File: src/rtl/cpu_pkg.sv
// rtl/cpu_pkg.sv - shared CPU widths and decode control bit map
package cpu_pkg;
  localparam int DATA_W_DFLT = 32;
  localparam int ADDR_W_DFLT = 5;
  localparam int CTRL_W_DFLT = 8;

  localparam int REGWRITE   = 0;
  localparam int MEMTOREG   = 1;
  localparam int MEMWRITE   = 2;
  localparam int ALUSRC     = 3;
  localparam int REGDST     = 4;
  localparam int ALUCTL_LSB = 5;
  localparam int ALUCTL_MSB = 7;

  localparam logic [CTRL_W_DFLT-1:0] CTRL_NOP = '0;
endpackage

File: src/rtl/wb_bypass.sv
// rtl/wb_bypass.sv - same-cycle writeback bypass for one register read port
module wb_bypass #(
  parameter int DATA_W = 32,
  parameter int ADDR_W = 5
) (
  input  logic [ADDR_W-1:0] rs,
  input  logic [DATA_W-1:0] rd,
  input  logic              reg_write,
  input  logic [ADDR_W-1:0] write_reg,
  input  logic [DATA_W-1:0] result,
  output logic [DATA_W-1:0] op
);
  // The bank writes on the edge, so its read port still shows the old value this cycle.
  logic hit;
  assign hit = reg_write && (write_reg == rs) && (rs != '0);
  assign op  = hit ? result : rd;
endmodule

File: src/rtl/id_ex_stage.sv
// rtl/id_ex_stage.sv - ID/EX pipeline register with writeback bypass,
// load-use stall detection and flush
module id_ex_stage
  import cpu_pkg::*;
#(
  parameter int DATA_W = DATA_W_DFLT,
  parameter int ADDR_W = ADDR_W_DFLT,
  parameter int CTRL_W = CTRL_W_DFLT
) (
  input  logic              clk,
  input  logic              rst_n,
  input  logic              FlushE,
  input  logic [DATA_W-1:0] RD1D,
  input  logic [DATA_W-1:0] RD2D,
  input  logic [ADDR_W-1:0] RsD,
  input  logic [ADDR_W-1:0] RtD,
  input  logic [ADDR_W-1:0] RdD,
  input  logic [DATA_W-1:0] SignImmD,
  input  logic [CTRL_W-1:0] CtrlD,
  input  logic              RegWriteW,
  input  logic [ADDR_W-1:0] WriteRegW,
  input  logic [DATA_W-1:0] ResultW,
  output logic [DATA_W-1:0] RD1E,
  output logic [DATA_W-1:0] RD2E,
  output logic [ADDR_W-1:0] RsE,
  output logic [ADDR_W-1:0] RtE,
  output logic [ADDR_W-1:0] RdE,
  output logic [DATA_W-1:0] SignImmE,
  output logic [CTRL_W-1:0] CtrlE,
  output logic              ValidE,
  output logic              StallF,
  output logic              StallD
);
  logic [DATA_W-1:0] op_a;
  logic [DATA_W-1:0] op_b;
  logic              lwstall;
  logic              bubble;

  wb_bypass #(.DATA_W(DATA_W), .ADDR_W(ADDR_W)) u_byp_a (
    .rs        (RsD),
    .rd        (RD1D),
    .reg_write (RegWriteW),
    .write_reg (WriteRegW),
    .result    (ResultW),
    .op        (op_a)
  );

  wb_bypass #(.DATA_W(DATA_W), .ADDR_W(ADDR_W)) u_byp_b (
    .rs        (RtD),
    .rd        (RD2D),
    .reg_write (RegWriteW),
    .write_reg (WriteRegW),
    .result    (ResultW),
    .op        (op_b)
  );

  // A load in EX cannot forward its data in time for a consumer sitting in D.
  assign lwstall = CtrlE[MEMTOREG] && (RtE != '0) && ((RtE == RsD) || (RtE == RtD));
  assign StallF  = lwstall;
  assign StallD  = lwstall;
  assign bubble  = FlushE || lwstall;

  always_ff @(posedge clk or negedge rst_n) begin
    if (!rst_n) begin
      RD1E     <= '0;
      RD2E     <= '0;
      RsE      <= '0;
      RtE      <= '0;
      RdE      <= '0;
      SignImmE <= '0;
      CtrlE    <= CTRL_W'(CTRL_NOP);
      ValidE   <= 1'b0;
    end else begin
      // Operand/address fields load even for a bubble; zero control makes them inert.
      RD1E     <= op_a;
      RD2E     <= op_b;
      RsE      <= RsD;
      RtE      <= RtD;
      RdE      <= RdD;
      SignImmE <= SignImmD;
      if (bubble) begin
        CtrlE  <= CTRL_W'(CTRL_NOP);
        ValidE <= 1'b0;
      end else begin
        CtrlE  <= CtrlD;
        ValidE <= 1'b1;
      end
    end
  end
endmodule
File: config.mk
export PLATFORM = sky130hd
export DESIGN_NAME = id_ex_stage
export DESIGN_NICKNAME = d
export VERILOG_FILES = /design/src/rtl/cpu_pkg.sv /design/src/rtl/wb_bypass.sv /design/src/rtl/id_ex_stage.sv
export SDC_FILE = /design/constraint.sdc
export NUM_CORES = 1
export LEC_CHECK = 0
export CAP_MARGIN = 0
export CORE_AREA = 2 2 109 111
export DETAILED_ROUTE_END_ITERATION = 8
export DIE_AREA = 0 0 111 113
export PLACE_DENSITY_LB_ADDON = 0.15
export SYNTH_ARGS = -nofsm -noshare
export SYNTH_HDL_FRONTEND = slang
export SYNTH_SLANG_ARGS = --single-unit
File: constraint.sdc
create_clock -name clk -period 3.2 [get_ports clk]
set_clock_uncertainty 0.2 [all_clocks]
set_input_delay 0.32 -clock clk [delete_from_list [all_inputs] [get_ports clk]]
set_output_delay 0.32 -clock clk [all_outputs]
set_load 0.02 [all_outputs]
* Word level (Yosys, flattened, before mapping)
Cells that the tools add are included.
** Cells by class
- Equal/unequal tests :: 4
- Multiplexer cells :: 4
- Reduce and logical (&&, ||, !) cells :: 11
** Operators by type and width (count)
- 32-bit two-way mux :: 2
- 5-bit == test :: 4
- 5-bit nonzero test :: 3
- 8-bit two-way mux :: 1
- 1-bit logical AND :: 6
- 1-bit logical OR :: 2
- 1-bit two-way mux :: 1
** Word-level totals
- Flip-flop bits (word level) :: 120
- Input port bits :: 160
- Output and inout bits :: 122
- Word-level logic and storage cells :: 27

* Depth between registers and ports, before layout
- Depth in word-level cells :: 5
- Mapped depth :: 6
- Depth with buffers taken out :: 4

* Hierarchy
A second synthesis with hierarchy kept.
** Unflattened totals
- Cell total of the unflattened synthesis :: 247
- Area total of the unflattened synthesis :: 4444.3 µm²
** By module, submodules not included
- id_ex_stage :: times used 1, cells each 157, area an instance 3255.6 µm², sequential area each 3002.9 µm²
- wb_bypass :: times used 2, cells each 45, area an instance 594.3 µm², sequential area each 0.0 µm²

* Worst setup path before layout
OpenSTA, ideal clock, no wires.
- Path kind :: reg2out
- Start :: reg RtE[1]
- End :: out StallF
- Data arrival time :: 1779 ps
- Data required time :: 2680 ps
- Setup slack :: 901 ps
- Cell stages (with the launch flop) :: 6
- Path buffers :: 2
- Cell sequence :: dfrtp_1 > or4_1 > o21a_1 > clkbuf_1 > and2_1 > buf_4
** Between the ends
- Word-level cells in the longest chain between the ends :: 3
- Elaborated cells between the ends (all ways) :: 6
- Classes of those cells :: eq/ne: 2; reduce/logical: 4
** RTL lines
- start: declaration :: line id_ex_stage.sv:26 : output logic [ADDR_W-1:0] RtE,
- start signal: assignment :: line id_ex_stage.sv:78 : RtE <= RtD;
- 5-bit == test / 5-bit nonzero test (equally long branches) :: line id_ex_stage.sv:58 : assign lwstall = CtrlE[MEMTOREG] && (RtE != '0) && ((RtE == RsD) || (RtE == RtD));
- 1-bit logical OR / 1-bit logical AND (equally long branches) :: line id_ex_stage.sv:58
- 1-bit logical AND * :: line id_ex_stage.sv:58
- end: declaration :: line id_ex_stage.sv:31 : output logic StallF,
Every way passes the cells marked *; elsewhere a longest branch is shown, timed or not.

* Final worst setup path
- Start :: reg RtE[1]
- End :: out StallD
** Between the ends
- Word-level cells in the longest chain between the ends :: 3
- Elaborated cells between the ends (all ways) :: 6
- Classes of those cells :: eq/ne: 2; reduce/logical: 4
** RTL lines
- 5-bit == test / 5-bit nonzero test (equally long branches) :: line id_ex_stage.sv:58
- 1-bit logical OR / 1-bit logical AND (equally long branches) :: line id_ex_stage.sv:58
- 1-bit logical AND * :: line id_ex_stage.sv:58
- end: declaration :: line id_ex_stage.sv:32 : output logic StallD
Marks and branches as above.

==> metrics.md <==
| Metric | Value |
|---|---|
| Leakage | 0.00340 uW |
| Worst stage delay on the critical path | 0.54 ns |
| Count of cell types in the netlist | 22 |
| Port Buffer Count | roughly 280 |
| CTS tree | yes |
| Clock latency on the worst-skew pair | 0.41 ns |
| Worst slew pin tran | 0.694 ns |
| DR WL/cell | 18.5 um |
| Crit-path cells | or4_1 -> o21a_1 -> and2_1 -> clkdlybuf4s50_1 |
| TNS Setup | 0 ns |
| Synth Register Bits | 120 |
| Ys flop type | dfrtp_1 |
| CP endpoint kind | primary output |
| Row Count | 39 |
| Final HPWL DP | 9730 um |
| R2r setup slk | 1.47 ns |
| Largest net degree at the start of global routing | 70 |
| Top cells by area, synth | dfrtp_1, mux2_4, buf_12 |
| Vias/cell | 4.52 |
| Total track usage | between 20% and 30% |
| Inserted Clock Buffers | 17 |
| CTS H-tree depth | 4 |
| Global-route wire length before repair | 19200 um |
| Final WL | 12900 um |
| Most common cell in the netlist | dfrtp_1 |
| CTS Root Cell | clkbuf_16 |
| Grt total ovfl | 0 |
| Routability Congestion | 0.839 |
| Commonest cells in the netlist | dfrtp_1, mux2_4, xnor2_1, a21oi_1, nand2b_1 |
| Vias in the first global route | 3327 |
| PD cells | 527 nW/um^2 |
| Worst relative slew slack | a little over half |
| DRC Markers | 0 |
| Achievable Freq | roughly 0.34 GHz |
| Tmin final | slightly below 3 ns |
| Die span in x | 111 um |
| CP Data Arrival Time | 2.39 ns |
| Critical Path Start Type | flip-flop |
| Post-synth top area cell | dfrtp_1 |
| DR pass1 iterations | 4 |
| Final period utilization | 91.1% |
| Worst path required time | 2.68 ns |
| Synth top area share | 67.0% |
| Fraction of registers with async set/reset | 100% |
| Max Slew Vio Count | 0 |
| Mapped Area | about 4500 um^2 |
| Initial drt markers | about 160 |
| # IOs | 282 |
| Largest fanout on the critical path | 10 |
| Nets@finish | just over 700 |
| Hold/Removal Path Class | in2reg |
| Initial core utilization | 39.8% |
| Share of cells above drive strength 1 | 19.1% |
| Register area | 3000 um^2 |
| Final setup viols | 0 |
| Core area | roughly 11000 um^2 |
| Post_cts resized | 0 |
| Yosys warnings | 0 |
| Clk sinks | 120 |
| Critical path class | reg2out |
| CTS Buffer Depth | 2 |
| Number of synthesized flops with an enable pin | 0 |
| Syn_area_per_cell | ~18 um^2 |
| Total number of vias | 3160 |
| Seq/Total Area, Yosys | about two thirds |
| Status | completed |
| Mapped Cells | 249 |
| Dpl ws | 0.520 ns |
| Post-CTS Setup Repair Bufs | 0 |
| CP max stage cell | or4_1 |
| VDD IR max | 0.336 mV |
| Fin. Hold Viols | 0 |
| Reg clk slew, reported paths | 0.06 ns |
| Chip height | 113 um |
| MaxCap Viol Count | 0 |
| Antenna-violating nets left | 0 |
| # diodes | 0 |
| Layout area overhead | 78.8% |
| Footprint of the multi-input gates | 1330 um^2 |
| Fillers | ~750 |
| RSZ-0062 raised after global routing | no |
| Initial antenna violation count | 0 |
| DIE AREA | 12500 um^2 |
| Final WS setup | 0.285 ns |
| Post-synth net total | 409 |
sequential cells by signal, indices dropped and copies added (netlist names):
signal,count
RdE,5
SignImmE,32
RsE,5
CtrlE,8
RtE,5
RD2E,32
RD1E,32
ValidE,1
power breakdown:
part / switching (uW) / total, uW / internal, uW
clock network: 640 / 1930 / 1290
registers: 26.3 / 1630 / 1600
logic: 262 / 661 / 399
total: 929 / 4220 / 3290
stage by stage:
| stage | power (uW) | instances | cell area (um^2) | hold slack (ns) | util [%] |
|---|---|---|---|---|---|
| floorplan | 1880 | 249 | 4480 | -0.176 | - |
| global placement | 2310 | 669 | 7400 | 0.191 | 65.7 |
| detailed placement | 2320 | 669 | 7400 | 0.199 | 65.7 |
| CTS | 4270 | 699 | 8020 | 0.139 | 71.1 |
| global route | 4370 | 699 | 8020 | 0.137 | 71.1 |
| finish | 4220 | 699 | 8020 | 0.153 | 71.1 |
area by class of cell:
| type | instances | share of cell area (%) |
|---|---|---|
| Sequential cell | 120 | 37.5 |
| Timing Repair Buffer | 288 | 36.2 |
| Multi-Input combinational cell | 119 | 16.6 |
| Clock buffer | 21 | 5.99 |
| Tap cell | 143 | 2.23 |
| Clock inverter | 8 | 1.51 |
logic make-up (layout without fill, tap and decap cells):
group / count (synthesis) / after routing / synth area share (%)
and+or+nand+nor: 24 / 24 / 3.43
buffers and inverters: 10 / 317 / 3.43
AOI/OAI and AO/OA: 13 / 13 / 1.54
muxes: 64 / 64 / 21.1
xor gates and xnor gates: 18 / 18 / 3.52
DFF: 120 / 120 / 67.0
repair_timing:
| action | CTS | global route |
|---|---|---|
| endpoints found under the hold margin | 51 | 0 |
| endpoints found under the setup margin | 0 | 0 |
| hold buffers | 1 | 0 |
cells in the final DEF, fill, tap and decap left out, drive strengths merged, types with 2 or more instances in the layout:
cell type	Yosys	routed
a21oi	9	9
and4	2	2
buf	9	7
bufinv	0	3
clkbuf	1	21
clkdlybuf4s50	0	280
clkinv	0	4
dfrtp	120	120
mux2	64	64
nand2	4	4
nand2b	8	8
nand3	2	2
nor3	2	2
nor4	2	2
o21ai	2	2
or2	2	2
xnor2	12	12
xor2	6	6
worst paths after layout:
check                                   start               endpoint  cells past startpoint
hold / removal                    SignImmD[6]  SignImmE[6]$_DFF_PN0_                      1
min in group asynchronous               rst_n     CtrlE[3]$_DFF_PN0_                      2
hold reg to reg            CtrlE[1]$_DFF_PN0_     CtrlE[5]$_DFF_PN0_                      2
setup / recovery             RtE[1]$_DFF_PN0_                 StallD                      4
setup reg to reg             RtE[1]$_DFF_PN0_     CtrlE[0]$_DFF_PN0_                      3
max in group asynchronous               rst_n     RD1E[30]$_DFF_PN0_                      3
metal layers:
layer | vias up | GRT usage [%] | part of all wire, %
li1 | 1437 | - | -
met1 | 1553 | 22.0 | 36
met2 | 150 | 37.5 | 54
met3 | 20 | 7.18 | 7.7
met4 | 0 | 7.67 | 1.6
met5 | - | 0 | 0
worst max-delay path, delay by kind of cell, from the launching register on:
family	cells	cell delay, ns
buf+inv	1	0.53
flops	1	0.42
compound gates	1	0.29
simple gates	2	0.75
No activity file was read; power rests on OpenSTA's default activity.
